--- src/rtl/sha2_pkg.sv ---
// Shared types, round constants, initial hash values and round functions for
// the SHA-224/256/384/512 compression core.
package sha2_pkg;

   typedef enum logic [1:0] {
      ST_IDLE  = 2'd0,
      ST_HASH  = 2'd1,
      ST_FINAL = 2'd2,
      ST_DONE  = 2'd3
   } sha2_fsm_e;

   localparam logic [31:0] K256 [64] = '{
      32'h428a2f98, 32'h71374491, 32'hb5c0fbcf, 32'he9b5dba5, 32'h3956c25b, 32'h59f111f1, 32'h923f82a4, 32'hab1c5ed5,
      32'hd807aa98, 32'h12835b01, 32'h243185be, 32'h550c7dc3, 32'h72be5d74, 32'h80deb1fe, 32'h9bdc06a7, 32'hc19bf174,
      32'he49b69c1, 32'hefbe4786, 32'h0fc19dc6, 32'h240ca1cc, 32'h2de92c6f, 32'h4a7484aa, 32'h5cb0a9dc, 32'h76f988da,
      32'h983e5152, 32'ha831c66d, 32'hb00327c8, 32'hbf597fc7, 32'hc6e00bf3, 32'hd5a79147, 32'h06ca6351, 32'h14292967,
      32'h27b70a85, 32'h2e1b2138, 32'h4d2c6dfc, 32'h53380d13, 32'h650a7354, 32'h766a0abb, 32'h81c2c92e, 32'h92722c85,
      32'ha2bfe8a1, 32'ha81a664b, 32'hc24b8b70, 32'hc76c51a3, 32'hd192e819, 32'hd6990624, 32'hf40e3585, 32'h106aa070,
      32'h19a4c116, 32'h1e376c08, 32'h2748774c, 32'h34b0bcb5, 32'h391c0cb3, 32'h4ed8aa4a, 32'h5b9cca4f, 32'h682e6ff3,
      32'h748f82ee, 32'h78a5636f, 32'h84c87814, 32'h8cc70208, 32'h90befffa, 32'ha4506ceb, 32'hbef9a3f7, 32'hc67178f2
   };

   localparam logic [63:0] K512 [80] = '{
      64'h428a2f98d728ae22, 64'h7137449123ef65cd, 64'hb5c0fbcfec4d3b2f, 64'he9b5dba58189dbbc,
      64'h3956c25bf348b538, 64'h59f111f1b605d019, 64'h923f82a4af194f9b, 64'hab1c5ed5da6d8118,
      64'hd807aa98a3030242, 64'h12835b0145706fbe, 64'h243185be4ee4b28c, 64'h550c7dc3d5ffb4e2,
      64'h72be5d74f27b896f, 64'h80deb1fe3b1696b1, 64'h9bdc06a725c71235, 64'hc19bf174cf692694,
      64'he49b69c19ef14ad2, 64'hefbe4786384f25e3, 64'h0fc19dc68b8cd5b5, 64'h240ca1cc77ac9c65,
      64'h2de92c6f592b0275, 64'h4a7484aa6ea6e483, 64'h5cb0a9dcbd41fbd4, 64'h76f988da831153b5,
      64'h983e5152ee66dfab, 64'ha831c66d2db43210, 64'hb00327c898fb213f, 64'hbf597fc7beef0ee4,
      64'hc6e00bf33da88fc2, 64'hd5a79147930aa725, 64'h06ca6351e003826f, 64'h142929670a0e6e70,
      64'h27b70a8546d22ffc, 64'h2e1b21385c26c926, 64'h4d2c6dfc5ac42aed, 64'h53380d139d95b3df,
      64'h650a73548baf63de, 64'h766a0abb3c77b2a8, 64'h81c2c92e47edaee6, 64'h92722c851482353b,
      64'ha2bfe8a14cf10364, 64'ha81a664bbc423001, 64'hc24b8b70d0f89791, 64'hc76c51a30654be30,
      64'hd192e819d6ef5218, 64'hd69906245565a910, 64'hf40e35855771202a, 64'h106aa07032bbd1b8,
      64'h19a4c116b8d2d0c8, 64'h1e376c085141ab53, 64'h2748774cdf8eeb99, 64'h34b0bcb5e19b48a8,
      64'h391c0cb3c5c95a63, 64'h4ed8aa4ae3418acb, 64'h5b9cca4f7763e373, 64'h682e6ff3d6b2b8a3,
      64'h748f82ee5defb2fc, 64'h78a5636f43172f60, 64'h84c87814a1f0ab72, 64'h8cc702081a6439ec,
      64'h90befffa23631e28, 64'ha4506cebde82bde9, 64'hbef9a3f7b2c67915, 64'hc67178f2e372532b,
      64'hca273eceea26619c, 64'hd186b8c721c0c207, 64'heada7dd6cde0eb1e, 64'hf57d4f7fee6ed178,
      64'h06f067aa72176fba, 64'h0a637dc5a2c898a6, 64'h113f9804bef90dae, 64'h1b710b35131c471b,
      64'h28db77f523047d84, 64'h32caab7b40c72493, 64'h3c9ebe0a15c9bebc, 64'h431d67c49c100d4c,
      64'h4cc5d4becb3e42b6, 64'h597f299cfc657e2a, 64'h5fcb6fab3ad6faec, 64'h6c44198c4a475817
   };

   // H0..H7 packed with H0 in the MSBs
   localparam logic [255:0] IV224 = 256'hc1059ed8_367cd507_3070dd17_f70e5939_ffc00b31_68581511_64f98fa7_befa4fa4;
   localparam logic [255:0] IV256 = 256'h6a09e667_bb67ae85_3c6ef372_a54ff53a_510e527f_9b05688c_1f83d9ab_5be0cd19;
   localparam logic [511:0] IV384 = {64'hcbbb9d5dc1059ed8, 64'h629a292a367cd507, 64'h9159015a3070dd17, 64'h152fecd8f70e5939,
                                     64'h67332667ffc00b31, 64'h8eb44a8768581511, 64'hdb0c2e0d64f98fa7, 64'h47b5481dbefa4fa4};
   localparam logic [511:0] IV512 = {64'h6a09e667f3bcc908, 64'hbb67ae8584caa73b, 64'h3c6ef372fe94f82b, 64'ha54ff53a5f1d36f1,
                                     64'h510e527fade682d1, 64'h9b05688c2b3e6c1f, 64'h1f83d9abfb41bd6b, 64'h5be0cd19137e2179};

   // 32-bit variants come back in the low 256 bits
   function automatic logic [511:0] iv_for(input int dw);
      case (dw)
         224:     return {256'h0, IV224};
         256:     return {256'h0, IV256};
         384:     return IV384;
         default: return IV512;
      endcase
   endfunction

   // 32-bit words travel in the low half; the upper half is ignored on input
   function automatic logic [63:0] rotr(input logic [63:0] x, input int n, input int ww);
      logic [31:0] x32;
      x32 = x[31:0];
      if (ww == 32) return {32'h0, (x32 >> n) | (x32 << (32 - n))};
      return (x >> n) | (x << (64 - n));
   endfunction

   function automatic logic [63:0] shr(input logic [63:0] x, input int n, input int ww);
      logic [31:0] x32;
      x32 = x[31:0];
      if (ww == 32) return {32'h0, x32 >> n};
      return x >> n;
   endfunction

   function automatic logic [63:0] big_sigma0(input logic [63:0] x, input int ww);
      if (ww == 32) return rotr(x, 2, ww) ^ rotr(x, 13, ww) ^ rotr(x, 22, ww);
      return rotr(x, 28, ww) ^ rotr(x, 34, ww) ^ rotr(x, 39, ww);
   endfunction

   function automatic logic [63:0] big_sigma1(input logic [63:0] x, input int ww);
      if (ww == 32) return rotr(x, 6, ww) ^ rotr(x, 11, ww) ^ rotr(x, 25, ww);
      return rotr(x, 14, ww) ^ rotr(x, 18, ww) ^ rotr(x, 41, ww);
   endfunction

   function automatic logic [63:0] small_sigma0(input logic [63:0] x, input int ww);
      if (ww == 32) return rotr(x, 7, ww) ^ rotr(x, 18, ww) ^ shr(x, 3, ww);
      return rotr(x, 1, ww) ^ rotr(x, 8, ww) ^ shr(x, 7, ww);
   endfunction

   function automatic logic [63:0] small_sigma1(input logic [63:0] x, input int ww);
      if (ww == 32) return rotr(x, 17, ww) ^ rotr(x, 19, ww) ^ shr(x, 10, ww);
      return rotr(x, 19, ww) ^ rotr(x, 61, ww) ^ shr(x, 6, ww);
   endfunction

   function automatic logic [63:0] ch(input logic [63:0] x, input logic [63:0] y, input logic [63:0] z);
      return (x & y) ^ (~x & z);
   endfunction

   function automatic logic [63:0] maj(input logic [63:0] x, input logic [63:0] y, input logic [63:0] z);
      return (x & y) ^ (x & z) ^ (y & z);
   endfunction

endpackage

--- src/rtl/sha2_msg_sched.sv ---
// 16-word sliding message schedule window; w_o is W[t] for the current round.
module sha2_msg_sched
   import sha2_pkg::*;
#(
   parameter int WordWidth = 32
) (
   input  logic                      clk_i,
   input  logic                      rst_ni,
   input  logic                      load_i,
   input  logic                      advance_i,
   input  logic [16*WordWidth-1:0]   block_i,
   output logic [WordWidth-1:0]      w_o
);

   logic [WordWidth-1:0] win_q [16];
   logic [WordWidth-1:0] win_d [16];
   logic [WordWidth-1:0] w_next;

   // W[t+16] from W[t+14], W[t+9], W[t+1], W[t]
   always_comb begin
      w_next = WordWidth'(small_sigma1(64'(win_q[14]), WordWidth)) + win_q[9]
             + WordWidth'(small_sigma0(64'(win_q[1]), WordWidth)) + win_q[0];
   end

   // load a fresh block (word 0 from the MSBs) or slide the window by one word
   always_comb begin
      win_d = win_q;
      if (load_i) begin
         for (int i = 0; i < 16; i++) begin
            win_d[i] = block_i[16*WordWidth-1-WordWidth*i -: WordWidth];
         end
      end else if (advance_i) begin
         for (int i = 0; i < 15; i++) begin
            win_d[i] = win_q[i+1];
         end
         win_d[15] = w_next;
      end
   end

   // window storage
   always_ff @(posedge clk_i or negedge rst_ni) begin
      if (!rst_ni) begin
         for (int i = 0; i < 16; i++) win_q[i] <= '0;
      end else begin
         win_q <= win_d;
      end
   end

   assign w_o = win_q[0];

endmodule

--- src/rtl/sha2_core.sv ---
// SHA-2 compression engine: block handshake, round datapath, chaining values.
//
// state    | meaning
// ---------+-----------------------------------------------------------
// ST_IDLE  | waiting for a block; H holds IV or chaining value
// ST_HASH  | one compression round per cycle
// ST_FINAL | fold working variables into H
// ST_DONE  | digest valid; a new block restarts from the IV
module sha2_core
   import sha2_pkg::*;
#(
   parameter  int DigestWidth = 256,
   localparam int WordWidth   = (DigestWidth > 256) ? 64 : 32,
   localparam int BlockWidth  = 16 * WordWidth,
   localparam int Rounds      = (WordWidth == 64) ? 80 : 64
) (
   input  logic                   clk_i,
   input  logic                   rst_ni,
   input  logic                   init_i,
   input  logic [BlockWidth-1:0]  block_i,
   input  logic                   block_valid_i,
   input  logic                   block_last_i,
   output logic                   block_ready_o,
   output logic                   busy_o,
   output logic [6:0]             round_o,
   output logic [DigestWidth-1:0] digest_o,
   output logic                   digest_valid_o
);

   if (DigestWidth != 224 && DigestWidth != 256 && DigestWidth != 384 && DigestWidth != 512) begin : g_bad_width
      $error("sha2_core: unsupported DigestWidth %0d", DigestWidth);
   end

   localparam int              HW        = 8 * WordWidth;
   localparam logic [HW-1:0]   IvInit    = HW'(iv_for(DigestWidth));
   localparam logic [6:0]      LastRound = 7'(Rounds - 1);

   typedef logic [WordWidth-1:0] word_t;

   sha2_fsm_e              state_q, state_d;
   logic [6:0]             round_q, round_d;
   word_t                  h_q [8];
   word_t                  h_d [8];
   word_t                  wv_q [8];
   word_t                  wv_d [8];
   logic                   last_q, last_d;
   logic [DigestWidth-1:0] digest_q, digest_d;
   logic [HW-1:0]          h_sum;
   logic                   hs;
   word_t                  w_t, k_t, t1, t2;

   function automatic word_t iv_word(input int i);
      return IvInit[HW-1-WordWidth*i -: WordWidth];
   endfunction

   if (WordWidth == 64) begin : g_k64
      assign k_t = K512[round_q];
   end else begin : g_k32
      assign k_t = K256[round_q[5:0]];
   end

   sha2_msg_sched #(.WordWidth(WordWidth)) u_sched (
      .clk_i     (clk_i),
      .rst_ni    (rst_ni),
      .load_i    (hs),
      .advance_i (state_q == ST_HASH),
      .block_i   (block_i),
      .w_o       (w_t)
   );

   // state register
   always_ff @(posedge clk_i or negedge rst_ni) begin
      if (!rst_ni) state_q <= ST_IDLE;
      else         state_q <= state_d;
   end

   // next state; init_i wins over everything
   always_comb begin
      state_d = state_q;
      if (init_i) begin
         state_d = ST_IDLE;
      end else begin
         case (state_q)
            ST_IDLE, ST_DONE: if (hs) state_d = ST_HASH;
            ST_HASH:          if (round_q == LastRound) state_d = ST_FINAL;
            ST_FINAL:         state_d = last_q ? ST_DONE : ST_IDLE;
            default:          state_d = ST_IDLE;
         endcase
      end
   end

   // handshake and status outputs
   always_comb begin
      block_ready_o  = 1'b0;
      busy_o         = 1'b0;
      digest_valid_o = 1'b0;
      case (state_q)
         ST_IDLE:            block_ready_o = ~init_i;
         ST_DONE: begin
            block_ready_o  = ~init_i;
            digest_valid_o = 1'b1;
         end
         ST_HASH, ST_FINAL:  busy_o = 1'b1;
         default:            ;
      endcase
   end

   assign hs = block_valid_i & block_ready_o;

   // chaining value plus working variables, H0 in the MSBs
   always_comb begin
      h_sum = '0;
      for (int i = 0; i < 8; i++) begin
         h_sum[HW-1-WordWidth*i -: WordWidth] = h_q[i] + wv_q[i];
      end
   end

   // round datapath, chaining update and digest capture
   always_comb begin
      round_d  = round_q;
      h_d      = h_q;
      wv_d     = wv_q;
      last_d   = last_q;
      digest_d = digest_q;
      t1 = wv_q[7] + WordWidth'(big_sigma1(64'(wv_q[4]), WordWidth))
         + WordWidth'(ch(64'(wv_q[4]), 64'(wv_q[5]), 64'(wv_q[6]))) + k_t + w_t;
      t2 = WordWidth'(big_sigma0(64'(wv_q[0]), WordWidth))
         + WordWidth'(maj(64'(wv_q[0]), 64'(wv_q[1]), 64'(wv_q[2])));
      if (init_i) begin
         round_d = '0;
         for (int i = 0; i < 8; i++) h_d[i] = iv_word(i);
      end else begin
         case (state_q)
            ST_IDLE, ST_DONE: begin
               if (hs) begin
                  round_d = '0;
                  last_d  = block_last_i;
                  for (int i = 0; i < 8; i++) begin
                     // a block accepted from DONE opens a new message
                     if (state_q == ST_DONE) begin
                        h_d[i]  = iv_word(i);
                        wv_d[i] = iv_word(i);
                     end else begin
                        wv_d[i] = h_q[i];
                     end
                  end
               end
            end
            ST_HASH: begin
               round_d = (round_q == LastRound) ? 7'd0 : round_q + 7'd1;
               wv_d[7] = wv_q[6];
               wv_d[6] = wv_q[5];
               wv_d[5] = wv_q[4];
               wv_d[4] = wv_q[3] + t1;
               wv_d[3] = wv_q[2];
               wv_d[2] = wv_q[1];
               wv_d[1] = wv_q[0];
               wv_d[0] = t1 + t2;
            end
            ST_FINAL: begin
               for (int i = 0; i < 8; i++) h_d[i] = h_sum[HW-1-WordWidth*i -: WordWidth];
               if (last_q) digest_d = h_sum[HW-1 -: DigestWidth];
            end
            default: ;
         endcase
      end
   end

   // datapath registers
   always_ff @(posedge clk_i or negedge rst_ni) begin
      if (!rst_ni) begin
         round_q  <= '0;
         last_q   <= 1'b0;
         digest_q <= '0;
         for (int i = 0; i < 8; i++) begin
            h_q[i]  <= iv_word(i);
            wv_q[i] <= '0;
         end
      end else begin
         round_q  <= round_d;
         last_q   <= last_d;
         digest_q <= digest_d;
         h_q      <= h_d;
         wv_q     <= wv_d;
      end
   end

   assign round_o  = round_q;
   assign digest_o = digest_q;

endmodule

--- config.mk ---
export PLATFORM = sky130hd
export DESIGN_NAME = sha2_core
export DESIGN_NICKNAME = d
export VERILOG_FILES = /design/src/rtl/sha2_pkg.sv /design/src/rtl/sha2_msg_sched.sv /design/src/rtl/sha2_core.sv
export SDC_FILE = /design/constraint.sdc
export NUM_CORES = 2
export LEC_CHECK = 0
export CAP_MARGIN = 10
export CORE_MARGIN = 5
export CORE_UTILIZATION = 41
export CTS_CLUSTER_DIAMETER = 30
export DETAILED_ROUTE_END_ITERATION = 8
export PLACE_DENSITY = 0.63
export SETUP_SLACK_MARGIN = 0.02
export SLEW_MARGIN = 20
export SYNTH_ARGS = -nofsm -noshare
export SYNTH_HDL_FRONTEND = slang
export SYNTH_SLANG_ARGS = --single-unit
--- constraint.sdc ---
create_clock -name clk_i -period 21.1 [get_ports clk_i]
set_input_delay 4.22 -clock clk_i [delete_from_list [all_inputs] [get_ports clk_i]]
set_output_delay 4.22 -clock clk_i [all_outputs]
set_load 0.01 [all_outputs]
==> results.py <==
metrics = {
    "placed_design": {
        "dp_slack_ps": 10780,
        "place.detailed.instances": 12116,
        "gp_congestion": 0.957,
        "port_buffers": 782,
        "dp.final_hpwl_um": 270000,
    },
    "timing": {
        "report.final.setup_viol": 0,
        "hold_viol": 0,
        "period_needed_ps": 10530,
        "clock-skew-final_ps": 65.0,
        "timing.final.crit_share": 0.499,
        "timing_max_transition_violations_final": 0,
        "setup_repair_after_global_routing_missed_its_margin": "false",
        "tightest_pin_transition_ps": 1200,
        "timing.fmax_mhz": 95.0,
        "finalSetupTns_ps": 0,
        "slew_headroom": 0.201,
        "final.setup.worst_slack_ps": 10570,
    },
    "synthesis": {
        "cell_with_the_most_instances_after_synthesis": "o21ai_0",
        "synthesis.yosys.warnings": 0,
        "ys_dominant_reg_cell": "dfrtp_1",
        "ys_top_cells_by_area": "dfrtp_1 35%, o21ai_0 7.8%, mux2i_1 6.1%",
        "synthesis.area_per_instance_um2": 8.99,
        "synthCells": 9198,
        "synth-edff-count": 0,
        "yosysSeqAreaShare": 0.393,
        "syn_nets": 10303,
        "synth.top_cells.by_count": "1,286 x o21ai_0, 1,273 x nand2_1, 1,154 x dfrtp_1",
        "yosys.area.top_type": "dfrtp_1",
        "mappedNetlistArea_um2": 82700,
        "postSynth.asyncResetShare": 1.00,
        "ys_seq_elements": 1290,
        "synth_top_cell_area_share": 0.349,
        "synth.distinct_cells": 101,
    },
    "global_routing": {
        "grt_max_degree": 190,
        "grt_pass1_vias": 73833,
        "grt_antenna_before_repair": 32,
        "wire_length_of_the_first_global_routing_pass_um": 516000,
        "globalRouteTotalUtil": 0.331,
        "globalRouteOverflowTotal": 0,
    },
    "setup_path": {
        "cp-startpoint": "round_o[1]",
        "worstReg2RegEnd": "wv_q[255]",
        "critPathTopFamily": "adder cells",
        "reg2reg_depth": 36,
        "minimum_setup_slack_among_reg_to_reg_paths_ps": 10570,
        "critPathMaxFanout": 20,
        "setup.worst_path.end": "wv_q[255]",
        "worstSetupStartpointType": "flip-flop",
        "r2r-start": "round_o[1]",
        "worstSetupPathDepth": 36,
        "timing.critical_path.required_ps": 21880,
        "slowest_delay_ps": 810,
        "worstSetupPathType": "reg2reg",
        "timing.critical_path.to_type": "flip-flop",
        "crit_slowest_cell": "dfrtp_1",
        "crit_buf_inv": 5,
        "cp.arrival_ps": 11300,
    },
    "final_layout": {
        "areaGrowthSynthToFinish_pct": 26.1,
        "layout.nets": 10908,
        "finish.cell_count_without_fillers": 12743,
        "drive_gt1_frac": 0.0925,
    },
    "job": {
        "max-cap-violations": 0,
    },
    "routing": {
        "initialDrtViolationCount": 7596,
        "vias_per_cell": 5.85,
        "antenna_violating_nets_post_route": 0,
        "drc": 0,
        "routed_wire_length_um": 360000,
        "drt-wirelength-per-cell_um": 28.2,
        "vias": 74566,
        "dr_pass1_iterations": 9,
    },
    "clock_network": {
        "ctsHoldBuffers": 0,
        "clock_latency_ps": 960,
        "clk_transition_reported_paths_ps": 50,
        "cts.sinks": 1290,
        "clock_tree_from_tritoncts": "yes",
        "cts_buffers": 339,
        "cts.repair_timing.setup_buffer_count": 0,
        "clockBufferDepth": 4,
        "count_of_cells_resized_by_post_cts_repair": 0,
        "htree_num_levels": 5,
        "clock-root-buffer": "clkbuf_16",
    },
    "die": {
        "floorplan.core_area_um2": 200000,
        "die_w_um": 459,
        "die_y_um": 459,
        "die-area_um2": 211000,
        "rows": 164,
        "i_o_pin_count": 783,
        "start_util": 0.413,
    },
    "worst_hold_path": {
        "worstHoldPathType": "reg2reg",
    },
    "run_status": {
        "outcome": "finished clean",
    },
}
## cell families (layout without fill, tap and decap cells)
group                    Yosys count  in the layout  share of synthesized area
multiplexers                     546            546                     0.0674
buffers and inverters            982           1856                     0.0447
flip-flops                      1290           1290                      0.393
other                              0             15                          0
adder cells (fa/ha/maj)          590            590                      0.107
XOR/XNOR                         576            576                     0.0617
AND/OR/NAND/NOR                 2433           2433                      0.125
AO/OA/AOI/OAI                   2781           2781                      0.201
## cell type report
class,count,area (um2)
Antenna cell,15,37.5
Inverter,360,1350
Tap cell,2656,3320
Fill cell,18133,95800
Multi-Input combinational cell,6926,46700
Sequential cell,1290,32500
Timing Repair Buffer,886,8730
Clock buffer,452,9660
Clock inverter,158,2030
## state kept, by name, summed over array words and instances (netlist names)
name	cells
digest_o	256
h_q	256
last_q	1
round_o	7
state_q	2
u_sched.w_o	32
u_sched.win_q	480
wv_q	256
## metrics by stage
stage               area [um2]  hold WS [ps]  utilization
global route            104000           494        0.521
detailed placement       92500           469        0.462
finish                  104000           471        0.521
global placement         92400           461        0.462
CTS                     104000           480        0.521
floorplan                82700           457            -
## routing by layer
metal  GRT usage  share of wire  vias to the layer above
met4       0.185          0.065                       20
li1            -              -                    33543
met3      0.0650          0.077                      804
met1       0.422           0.40                    36694
met5           0        0.00045                        -
met2       0.530           0.46                     3505
## how the worst min path moves through the flow
| stage | startpoint | end | slack (ps) | cells after the start |
|---|---|---|---|---|
| 4_1_cts | digest_o[185] | digest_o[185] | 480 | 2 |
| 5_1_grt | digest_o[174] | digest_o[174] | 490 | 2 |
| 2_1_floorplan | h_q[159] | h_q[159] | 460 | 2 |
| 3_3_place_gp | digest_o[120] | digest_o[120] | 460 | 2 |
| 3_5_place_dp | digest_o[96] | digest_o[96] | 470 | 2 |
| 6_report | digest_o[108] | digest_o[108] | 470 | 2 |
## cell usage in the layout (no fill, tap or decap), types with 56 or more instances in the layout
cell	n
o21ai_0	1286
nand2_1	1270
dfrtp_1	1150
clkdlybuf4s50_1	780
nor2_1	594
a21oi_1	530
mux2i_1	506
ha_1	390
xnor2_1	386
inv_1	356
clkbuf_16	349
fa_1	195
xor2_1	186
a21o_1	180
dfstp_2	136
nor3_1	135
o22ai_1	101
buf_4	95
a221oi_1	92
nand2b_1	90
nand3_1	83
a31oi_1	82
o22a_1	57
o21a_1	56
## worst register-to-register path: cells and delay by family, from the launching register on
family | cells | cell delay (ps)
adder cells (fa/ha/maj) | 7 | 3400
buffers and inverters | 5 | 960
AO/OA/AOI/OAI | 14 | 2990
flip-flops | 1 | 810
AND/OR/NAND/NOR | 7 | 1660
XOR/XNOR | 3 | 600
Power is left out: the tool's default activity adds up to more than one toggle a clock period on the data nets, which glitch-free logic cannot reach.
